===== src/rtl/jtdd_snd_mixn.sv =====
// jtdd_snd_mixn: time-multiplexed N-channel sound mixer, one shared MAC.
// Ports: clk/rstn, cen strobe, ch_data, gain_we/addr/din, ovr_clr -> mixed, sample, busy, peak, ovr.
module jtdd_snd_mixn #(
  parameter int            CH        = 4,
  parameter int            W         = 16,
  parameter int            WOUT      = 16,
  parameter logic [7:0]    GAIN_RST  = 8'h10,
  parameter int            PEAK_HOLD = 64,
  localparam int           AW        = (CH > 1) ? $clog2(CH) : 1
) (
  input  logic                   clk,
  input  logic                   rstn,
  input  logic                   cen,
  input  logic [CH*W-1:0]        ch_data,
  input  logic                   gain_we,
  input  logic [AW-1:0]          gain_addr,
  input  logic [7:0]             gain_din,
  input  logic                   ovr_clr,
  output logic signed [WOUT-1:0] mixed,
  output logic                   sample,
  output logic                   busy,
  output logic                   peak,
  output logic                   ovr
);

  localparam int PW   = $clog2(PEAK_HOLD + 1);
  localparam int ACCW = W + 9 + AW;
  localparam int EXW  = ACCW - W - 9;

  // Clamp limits in accumulator width (ACCW > WOUT for sane parameters).
  localparam logic signed [ACCW-1:0] MAXV =
    {{(ACCW-WOUT+1){1'b0}}, {(WOUT-1){1'b1}}};
  localparam logic signed [ACCW-1:0] MINV =
    {{(ACCW-WOUT+1){1'b1}}, {(WOUT-1){1'b0}}};

  typedef enum logic [1:0] {
    S_IDLE,
    S_MAC,
    S_SAT
  } st_t;

  st_t                   r_st;
  logic signed [ACCW-1:0] r_acc;
  logic [AW-1:0]         r_idx;
  logic [W-1:0]          r_snap [CH];
  logic [7:0]            r_gain [CH];
  logic [7:0]            r_shg  [CH];
  logic [PW-1:0]         r_pcnt;
  logic signed [WOUT-1:0] r_mixed;
  logic                  r_sample;
  logic                  r_peak;
  logic                  r_ovr;

  logic signed [W+8:0]   w_prod;
  logic signed [ACCW-1:0] w_prodx;
  logic signed [ACCW-1:0] w_sh;
  logic                  w_hi;
  logic                  w_lo;

  // Gain is zero-extended so the product stays signed.
  assign w_prod  = $signed(r_snap[r_idx]) * $signed({1'b0, r_shg[r_idx]});
  assign w_prodx = {{EXW{w_prod[W+8]}}, w_prod};
  assign w_sh    = r_acc >>> 4;
  assign w_hi    = (w_sh > MAXV);
  assign w_lo    = (w_sh < MINV);

  always_ff @(posedge clk or negedge rstn) begin
    if (!rstn) begin
      for (int k = 0; k < CH; k++) r_gain[k] <= GAIN_RST;
    end else if (gain_we && (int'(gain_addr) < CH)) begin
      r_gain[gain_addr] <= gain_din;
    end
  end

  always_ff @(posedge clk or negedge rstn) begin
    if (!rstn) begin
      r_st     <= S_IDLE;
      r_acc    <= '0;
      r_idx    <= '0;
      r_pcnt   <= '0;
      r_mixed  <= '0;
      r_sample <= 1'b0;
      r_peak   <= 1'b0;
      r_ovr    <= 1'b0;
      for (int k = 0; k < CH; k++) begin
        r_snap[k] <= '0;
        r_shg[k]  <= GAIN_RST;
      end
    end else begin
      r_sample <= 1'b0;
      // Set wins over clear.
      if (cen && (r_st != S_IDLE)) r_ovr <= 1'b1;
      else if (ovr_clr)            r_ovr <= 1'b0;
      unique case (r_st)
        S_IDLE: begin
          if (cen) begin
            for (int k = 0; k < CH; k++) begin
              r_snap[k] <= ch_data[k*W +: W];
              r_shg[k]  <= r_gain[k];
            end
            r_acc <= '0;
            r_idx <= '0;
            r_st  <= S_MAC;
          end
        end
        S_MAC: begin
          r_acc <= r_acc + w_prodx;
          if (r_idx == AW'(CH-1)) begin
            r_st <= S_SAT;
          end else begin
            r_idx <= r_idx + 1'b1;
          end
        end
        S_SAT: begin
          r_sample <= 1'b1;
          r_st     <= S_IDLE;
          if (w_hi) begin
            r_mixed <= MAXV[WOUT-1:0];
          end else if (w_lo) begin
            r_mixed <= MINV[WOUT-1:0];
          end else begin
            r_mixed <= w_sh[WOUT-1:0];
          end
          if (w_hi || w_lo) begin
            r_pcnt <= PW'(PEAK_HOLD);
            r_peak <= 1'b1;
          end else if (r_pcnt != '0) begin
            r_pcnt <= r_pcnt - 1'b1;
            r_peak <= (r_pcnt != PW'(1));
          end
        end
        default: r_st <= S_IDLE;
      endcase
    end
  end

  assign mixed  = r_mixed;
  assign sample = r_sample;
  assign busy   = (r_st != S_IDLE);
  assign peak   = r_peak;
  assign ovr    = r_ovr;

endmodule


===== config.mk =====
export PLATFORM = sky130hd
export DESIGN_NAME = jtdd_snd_mixn
export DESIGN_NICKNAME = d
export VERILOG_FILES = /design/src/rtl/jtdd_snd_mixn.sv
export SDC_FILE = /design/constraint.sdc
export NUM_CORES = 1
export LEC_CHECK = 0
export ABC_CLOCK_PERIOD_IN_PS = 10700
export CAP_MARGIN = 20
export CORE_MARGIN = 4
export CORE_UTILIZATION = 30
export CTS_BUF_LIST = sky130_fd_sc_hd__clkbuf_8
export DETAILED_ROUTE_END_ITERATION = 6
export SLEW_MARGIN = 20
export SYNTH_ARGS = -nofsm -noshare
export SYNTH_HDL_FRONTEND = slang
export SYNTH_SLANG_ARGS = --single-unit

===== constraint.sdc =====
create_clock -name clk -period 10.7 [get_ports clk]
set_clock_uncertainty 0.05 [all_clocks]
set_input_delay 2.14 -clock clk [delete_from_list [all_inputs] [get_ports clk]]
set_output_delay 2.14 -clock clk [all_outputs]
set_load 0.005 [all_outputs]

==> flow_summary.json, run 1 <==
{
  "numCtsBuffers": 17,
  "synth-seq-area-share_pct": 34.9,
  "layout_common_cells": "inv_1, dfrtp_1, mux2_2",
  "max_freq_ghz": 0.148,
  "preCtsSetupSlack_ps": 3890,
  "place_congestion": 0.849,
  "worst_slew_pin_slew_ps": 1020,
  "grt_overflow": 0,
  "finalSetupViolCount": 0,
  "yosysWarnings": 0,
  "grt_max_degree": 113,
  "cp.arrival_ps": 7110,
  "cts_resized": 0,
  "ff2ff_setup_slack_ps": 3960,
  "row_count": 76,
  "hpwl_mm": 22.7,
  "drv_slew": 0,
  "yosys_most_used_dff": "dfrtp_1",
  "clk_latency_ps": 500,
  "hp-start": "mixed[1]",
  "viasPerCell": 4.56,
  "htree_levels": 4,
  "finalSetupTns_ps": 0,
  "grt_usage_pct": 12.7,
  "die_height_um": 218,
  "finalCriticalPeriod_ps": 6740,
  "cts_buffer_depth": 2,
  "crit_type": "register to register",
  "drtIter0Drc": 525,
  "hold_depth": 2,
  "fin_nets": 1542,
  "grt_pass1_wl_mm": 48.6,
  "whs_ps": 434,
  "syn-instance-count": 1192,
  "final_core_util_pct": 35.2,
  "first_pass_iters": 5,
  "maxSlewHeadroom_pct": 31.9,
  "syn-num-nets": 1460,
  "synth_xor_xnor_area_share_pct": 1.58,
  "drive_gt1_share_pct": 16.3,
  "layout_commonest_cell": "inv_1",
  "grt_pass1_vias": 8960,
  "dieArea_mm2": 0.0477,
  "die_w_um": 218,
  "min_to": "mixed[1]",
  "crit_path_end_kind": "register",
  "wirelength_mm": 29.3,
  "worstHoldPathType": "register to register",
  "start_util_pct": 30.6,
  "rr_endpoint": "r_acc[26]",
  "status": "complete, no violations",
  "crit_required_ps": 11070,
  "routed-via-count": 8528,
  "syn_avg_cell_area_um2": 11.1,
  "muxShareOfSynthArea_pct": 15.1,
  "core_mm2": 0.0435,
  "crit_path_max_fanout": 26,
  "antenna_found_initial": 0,
  "drt.antenna.violating_nets": 0,
  "finalCritPeriodShare_pct": 63.0,
  "drv_cap": 0,
  "ys_ff_latch": 185,
  "clock_sinks": 185,
  "reg2reg_depth": 19,
  "synth_compound_area_share_pct": 7.15,
  "routedWlPerCell_um": 15.6,
  "yosys.area_share.simple_pct": 9.73,
  "hold_buffers": 0,
  "io_pins": 99,
  "area_delta_synth_final_pct": 15.0,
  "drc": 0,
  "port_buffers": 98,
  "synth_area_mm2": 0.0133,
  "start_kind": "register",
  "cts_tree": "built",
  "path_clk_slew_ps": 110,
  "synth_top_family_by_area": "adder cells",
  "synth-edff-count": 0,
  "finalWorstSetupSlack_ps": 3960,
  "ctsRootBufferMaster": "clkbuf_8",
  "r2r-start": "r_idx[0]",
  "async_reset_ff_share_pct": 100,
  "yosysUniqueCellTypes": 58,
  "yosys.area_share.adder_pct": 25.0,
  "rsz0062_at_grt": "false",
  "diodes": 0,
  "hold_violations": 0,
  "cts_setup_buffers": 0
}
## how the worst max path moves through the flow
stage / startpoint / to / slack (ps) / depth (start not counted)
3_5_place_dp: r_idx[0] / r_acc[26] / 3890 / 19
6_report: r_idx[0] / r_acc[26] / 3960 / 19
5_1_grt: r_idx[0] / r_acc[26] / 3410 / 19
3_3_place_gp: r_idx[0] / r_acc[26] / 3940 / 19
2_1_floorplan: r_idx[0] / r_acc[26] / 4520 / 21
4_1_cts: r_idx[0] / r_acc[26] / 3880 / 19
## layer usage
metal	vias up	part of all wire, %	track usage [%]
met5	-	0	0
met3	20	4.3	2.50
met4	0	0.92	2.78
met1	4245	52	19.5
met2	170	43	18.7
li1	4093	-	-
## through the flow
step,instances,area [um2]
final,1871,15300
after global routing,1871,15300
after CTS,1871,15300
after detailed placement,1840,14900
after global placement,1840,14900
after floorplan,1192,13300
## cell families (layout without fill, tap and decap cells)
group                    Yosys count  after routing
AND/OR/NAND/NOR                  258            258
buffers and inverters            229            323
adder cells (fa/ha/maj)          189            189
flip-flops                       185            185
multiplexers                     154            154
AO/OA/AOI/OAI                    153            153
XOR/XNOR                          24             24
## flip-flops by register name, summed over array words and instances (netlist names)
| signal | count |
|---|---|
| r_snap | 64 |
| r_gain | 32 |
| r_shg | 32 |
| r_acc | 27 |
| mixed | 16 |
| r_pcnt | 7 |
| r_idx | 2 |
| r_st | 2 |
| ovr | 1 |
| peak | 1 |
| sample | 1 |
## critical path, cell delays in order (launching register included)
cell	delay, ps
dfrtp_2	960
mux4_2	770
and2_1	270
fa_1	530
inv_1	160
fa_1	560
inv_1	50
fa_1	460
fa_1	540
inv_1	50
fa_1	490
inv_1	40
ha_1	370
and3_1	270
and3_1	260
nor4bb_1	290
a211o_1	200
o21ai_1	90
xnor2_1	120
o21ai_0	130
## cells in the mapped netlist (all sizes together), types with 4 or more instances
| cell | number | area share [%] |
|---|---|---|
| inv | 187 | 5.3 |
| dfrtp | 177 | 33 |
| mux2 | 129 | 11 |
| fa | 127 | 19 |
| nand2 | 113 | 3.2 |
| and2 | 82 | 3.9 |
| o21ai | 65 | 2.4 |
| ha | 62 | 5.8 |
| clkbuf | 29 | 0.83 |
| a21oi | 27 | 1.0 |
| mux4 | 24 | 4.1 |
| nor2 | 18 | 0.51 |
| xnor2 | 16 | 1.1 |
| buf | 13 | 0.48 |
| o22ai | 11 | 0.52 |
| nand3 | 9 | 0.34 |
| a21o | 8 | 0.45 |
| dfstp | 8 | 1.6 |
| xor2 | 8 | 0.53 |
| nand4 | 6 | 0.28 |
| nor3 | 6 | 0.23 |
| o211ai | 6 | 0.34 |
| nand2b | 5 | 0.24 |
| a31oi | 4 | 0.19 |
## final cells by class
cell class              count  area (um2)
multi-input cells         778        7810
clock buffers              18         248
repair buffers            105        1040
fillers                  4349       28200
inverters                 187         702
flip-flops and latches    185        4640
clock inverters            13         115
well taps                 585         732
Power of run 1 is left out: the tool's default activity adds up to more than one toggle a clock period on the data nets, which glitch-free logic cannot reach.
==> run 2, diff against run 1 <==
--- a/config.mk
+++ b/config.mk
@@ -5,7 +5,7 @@
 export SDC_FILE = /design/constraint.sdc
 export NUM_CORES = 1
 export LEC_CHECK = 0
-export ABC_CLOCK_PERIOD_IN_PS = 10700
+export ABC_CLOCK_PERIOD_IN_PS = 6700
 export CAP_MARGIN = 20
 export CORE_MARGIN = 4
 export CORE_UTILIZATION = 30
==> constraint.sdc (replaced) <==
create_clock -name clk -period 6.7 [get_ports clk]
set_clock_uncertainty 0.05 [all_clocks]
set_input_delay 1.34 -clock clk [delete_from_list [all_inputs] [get_ports clk]]
set_output_delay 1.34 -clock clk [all_outputs]
set_load 0.005 [all_outputs]
==> run 2 against run 1 <==
Setup slack got worse by 3600 ps. Critical endpoint unchanged. Non-clock buffer count is 9 higher. Critical path depth is 1 higher. Clock-buffer cell count shrank 1. Critical path type unchanged.
==> flow_summary.json, run 2 (same netlist as run 1, synthesis figures left out) <==
{
  "drt.antenna.violating_nets": 0,
  "routed-via-count": 8587,
  "crit_path_max_fanout": 16,
  "drv_slew": 0,
  "port_buffers": 98,
  "ff2ff_setup_slack_ps": 390,
  "drv_cap": 0,
  "status": "complete, no violations",
  "r2r-start": "r_idx[0]",
  "min_to": "r_acc[22]",
  "crit_path_start": "r_idx[0]",
  "htree_levels": 4,
  "start_kind": "register",
  "grt_usage_pct": 12.5,
  "crit_type": "register to register",
  "grt_max_degree": 77,
  "hp-start": "r_acc[22]",
  "rr_endpoint": "r_acc[26]",
  "critPathSlowestCell": "mux4_2",
  "rsz0062_at_grt": "false",
  "area_delta_synth_final_pct": 15.9,
  "numCtsBuffers": 17,
  "crit_family": "adder cells",
  "grt_overflow": 0,
  "drive_gt1_share_pct": 16.8,
  "wirelength_mm": 28.7,
  "first_pass_iters": 5,
  "routedWlPerCell_um": 15.2,
  "cp_slowest_stage_delay_ps": 670,
  "grt_pass1_vias": 8822,
  "hold_violations": 0,
  "core_mm2": 0.0435,
  "clock_sinks": 185,
  "hpwl_mm": 22.6,
  "layout_commonest_cell": "inv_1",
  "clk_latency_ps": 500,
  "ctsRootBufferMaster": "clkbuf_8",
  "viasPerCell": 4.57,
  "largest-register": "r_snap",
  "reg_top3": "r_snap (64), r_gain (32), r_shg (32)",
  "finalCriticalPeriod_ps": 6310,
  "crit_chain": "buf_4 > mux4_2 > and2_1 > fa_1 > inv_1 > fa_1 > inv_1 > fa_1 > fa_1 > inv_1 > fa_1 > inv_1 > ha_1 > and3_1 > and3_1 > nor4bb_1 > a211o_1 > o21ai_1 > xnor2_1 > o21ai_0",
  "max_freq_ghz": 0.158,
  "fin_nets": 1551,
  "fillers": 4357,
  "crit_required_ps": 7080,
  "finalSetupTns_ps": 0,
  "start_util_pct": 30.6,
  "cts_tree": "built",
  "cp.arrival_ps": 6690,
  "largest_register_ffs": 64,
  "diodes": 0,
  "die_w_um": 218,
  "grt_pass1_wl_mm": 47.9,
  "finalSetupViolCount": 0,
  "crit_path_end_kind": "register",
  "place_congestion": 0.861,
  "drc": 0,
  "drtIter0Drc": 297,
  "finalCritPeriodShare_pct": 94.2,
  "layout_common_cells": "inv_1, dfrtp_1, mux2_2",
  "cpMostUsedCell": "fa_1",
  "dieArea_mm2": 0.0477,
  "antenna_found_initial": 0,
  "path_clk_slew_ps": 110,
  "io_pins": 99,
  "row_count": 76,
  "cts_buffer_depth": 2,
  "die_height_um": 218,
  "worst_slew_pin_slew_ps": 980,
  "cp_num_buf_inv": 5,
  "reg2reg_depth": 20,
  "hold_depth": 2,
  "worstHoldPathType": "register to register",
  "maxSlewHeadroom_pct": 34.7
}
==> run 2: area by class of cell <==
cell class	count	area [um2]	share of cell area [%]
multi-input cells	778	7810	50.7
flip-flops and latches	185	4640	30.2
repair buffers	114	1140	7.42
well taps	585	732	4.75
inverters	187	702	4.56
clock buffers	17	234	1.52
clock inverters	15	138	0.894
==> run 2: through the flow <==
stage | utilization (%) | hold slack, ps | setup WS, ps | instance area, um2 | instances
after detailed placement | 34.4 | 421 | 293 | 15000 | 1845
after floorplan | - | 400 | 521 | 13300 | 1192
final | 35.4 | 438 | 387 | 15400 | 1881
after global placement | 34.4 | 413 | 350 | 15000 | 1845
after CTS | 35.3 | 446 | 251 | 15300 | 1877
after global routing | 35.4 | 469 | 46.0 | 15400 | 1881
==> run 2: per-layer routing <==
layer | GRT usage, % | vias up | share of wire, %
li1 | - | 4131 | -
met1 | 18.9 | 4305 | 51
met2 | 18.4 | 139 | 43
met3 | 2.88 | 12 | 4.3
met4 | 2.46 | 0 | 0.75
met5 | 0 | - | 0
==> run 2: worst max-delay path by stage <==
stage                 to  slack [ps]  depth (start not counted)
5_1_grt        r_acc[23]          50                         20
4_1_cts        r_acc[19]         250                         18
3_3_place_gp   r_acc[26]         350                         20
2_1_floorplan  r_acc[26]         520                         21
3_5_place_dp   r_acc[19]         290                         18
6_report       r_acc[26]         390                         20
==> run 2: worst min-delay path: cells and delay by family, from the launching register on <==
family | cells | cell delay, ps
and+or+nand+nor | 1 | 40
DFF | 1 | 360
AOI/OAI and AO/OA | 1 | 60
==> run 2: repair_timing <==
item	in CTS	in global routing
buffers inserted	0	4
gates resized for setup	0	1
hold buffers	0	0
endpoints found under the setup margin	0	3
Power of run 2 is left out for the same reason.
==> run 3, diff against run 2 <==
--- a/config.mk
+++ b/config.mk
@@ -8,9 +8,10 @@
 export ABC_CLOCK_PERIOD_IN_PS = 6700
 export CAP_MARGIN = 20
 export CORE_MARGIN = 4
-export CORE_UTILIZATION = 30
+export CORE_UTILIZATION = 50
 export CTS_BUF_LIST = sky130_fd_sc_hd__clkbuf_8
 export DETAILED_ROUTE_END_ITERATION = 6
+export PLACE_DENSITY = 0.7
 export SLEW_MARGIN = 20
 export SYNTH_ARGS = -nofsm -noshare
 export SYNTH_HDL_FRONTEND = slang
==> run 3 against run 2 <==
Cell count down 13%. Register-to-register slack worse by 60 ps. Core utilization up 22 points. Clock-buffer cell count unchanged. Non-clock buffer count up 2. Routed wire length down 5.1%. Via count up 0.62%. Global-route usage up 7.0 points. Setup slack worse by 61 ps. Largest cell class unchanged.
==> flow_summary.json, run 3 (same netlist as run 1, synthesis figures left out) <==
{
  "status": "complete, no violations",
  "routed-via-count": 8640,
  "crit_required_ps": 7070,
  "worst_slew_pin_slew_ps": 1020,
  "grt_usage_pct": 19.5,
  "maxSlewHeadroom_pct": 31.4,
  "die_height_um": 171,
  "final_area_mm2": 0.0151,
  "finalSetupTns_ps": 0,
  "placed_cell_area_mm2": 0.0147,
  "drtIter0Drc": 431,
  "core_mm2": 0.0261,
  "reg2reg_depth": 19,
  "hpwl_mm": 21.3,
  "antenna_found_initial": 0,
  "crit_path_end_kind": "register",
  "start_util_pct": 50.9,
  "ff2ff_setup_slack_ps": 330,
  "worstHoldPathType": "register to register",
  "endpoint": "r_acc[19]",
  "cp_num_buf_inv": 4,
  "largest_register_ffs": 64,
  "io_pins": 99,
  "fin_nets": 1553,
  "drt.antenna.violating_nets": 0,
  "crit_path_start": "r_idx[0]",
  "grt_pass1_vias": 9039,
  "area_delta_synth_final_pct": 13.7,
  "path_clk_slew_ps": 110,
  "cts_tree": "built",
  "layout_common_cells": "inv_1, dfrtp_1, mux2_2",
  "ctsRootBufferMaster": "clkbuf_8",
  "finalWorstSetupSlack_ps": 326,
  "grt_overflow": 0,
  "cp_slowest_stage_delay_ps": 650,
  "clock_sinks": 185,
  "clk_latency_ps": 490,
  "final_core_util_pct": 57.8,
  "cp.arrival_ps": 6740,
  "crit_path_max_fanout": 16,
  "die_w_um": 171,
  "cts_buffer_depth": 2,
  "layout_commonest_cell": "inv_1",
  "drv_slew": 0,
  "reg_top3": "r_snap (64), r_gain (32), r_shg (32)",
  "cts_resized": 0,
  "critPathSlowestCell": "mux4_2",
  "max_freq_ghz": 0.157,
  "drive_gt1_share_pct": 17.0,
  "finalCriticalPeriod_ps": 6370,
  "finalSetupViolCount": 0,
  "crit_family": "adder cells",
  "cp_num_cells": 19,
  "rsz0062_at_grt": "false",
  "drc": 0,
  "rr_endpoint": "r_acc[19]",
  "dieArea_mm2": 0.0293,
  "viasPerCell": 5.29,
  "drv_cap": 0,
  "first_pass_iters": 5,
  "cpMostUsedCell": "fa_1",
  "htree_levels": 4,
  "row_count": 59,
  "finalCritPeriodShare_pct": 95.1,
  "wirelength_mm": 27.2,
  "hold_buffers": 0,
  "preCtsSetupSlack_ps": 336,
  "hold_violations": 0,
  "routedWlPerCell_um": 16.6,
  "start_kind": "register",
  "cts_setup_buffers": 0,
  "r2r-start": "r_idx[0]",
  "largest-register": "r_snap",
  "diodes": 0,
  "numCtsBuffers": 17,
  "grt_pass1_wl_mm": 45.6,
  "crit_chain": "buf_4 > buf_4 > mux4_2 > and2_1 > fa_1 > fa_1 > fa_1 > fa_1 > inv_1 > fa_1 > inv_1 > ha_1 > a211oi_2 > nor2_1 > o31a_1 > a311oi_4 > a21oi_2 > or4b_1 > nand3_1",
  "port_buffers": 98,
  "crit_type": "register to register",
  "place_congestion": 0.876,
  "grt_max_degree": 74
}
-- run 3: per-stage QoR --
step / instances / hold slack, ps
6_report: 1633 / 436
5_1_grt: 1633 / 463
4_1_cts: 1631 / 444
3_5_place_dp: 1599 / 420
3_3_place_gp: 1599 / 411
2_1_floorplan: 1192 / 400
-- run 3: tightest hold or removal path, cell delays in order, from the launching register on --
cell	delay [ps]
dfrtp_1	350
nand2_1	40
o21ai_0	60
-- run 3: area by class of cell --
cell class	instances	area, um2
Fill cell	2231	11000
Multi-Input combinational cell	778	7810
Sequential cell	185	4640
Timing Repair Buffer	116	1130
Inverter	187	702
Tap cell	335	419
Clock buffer	17	234
Clock inverter	15	178
-- run 3: worst min path at each step --
stage | startpoint | endpoint | slack [ps] | cells past startpoint
final | mixed[5] | mixed[5] | 440 | 2
after global routing | mixed[7] | mixed[7] | 460 | 2
after CTS | mixed[5] | mixed[5] | 440 | 2
after detailed placement | mixed[5] | mixed[5] | 420 | 2
after global placement | mixed[15] | mixed[15] | 410 | 2
after floorplan | r_acc[22] | r_acc[22] | 400 | 2
-- run 3: metal layers --
metal	vias to the layer above	track usage (%)	routed length, um
met3	26	2.98	750
li1	4111	-	-
met2	140	32.1	13200
met1	4363	27.6	12900
met4	0	4.51	356
met5	-	0	0
Power of run 3 is left out for the same reason.
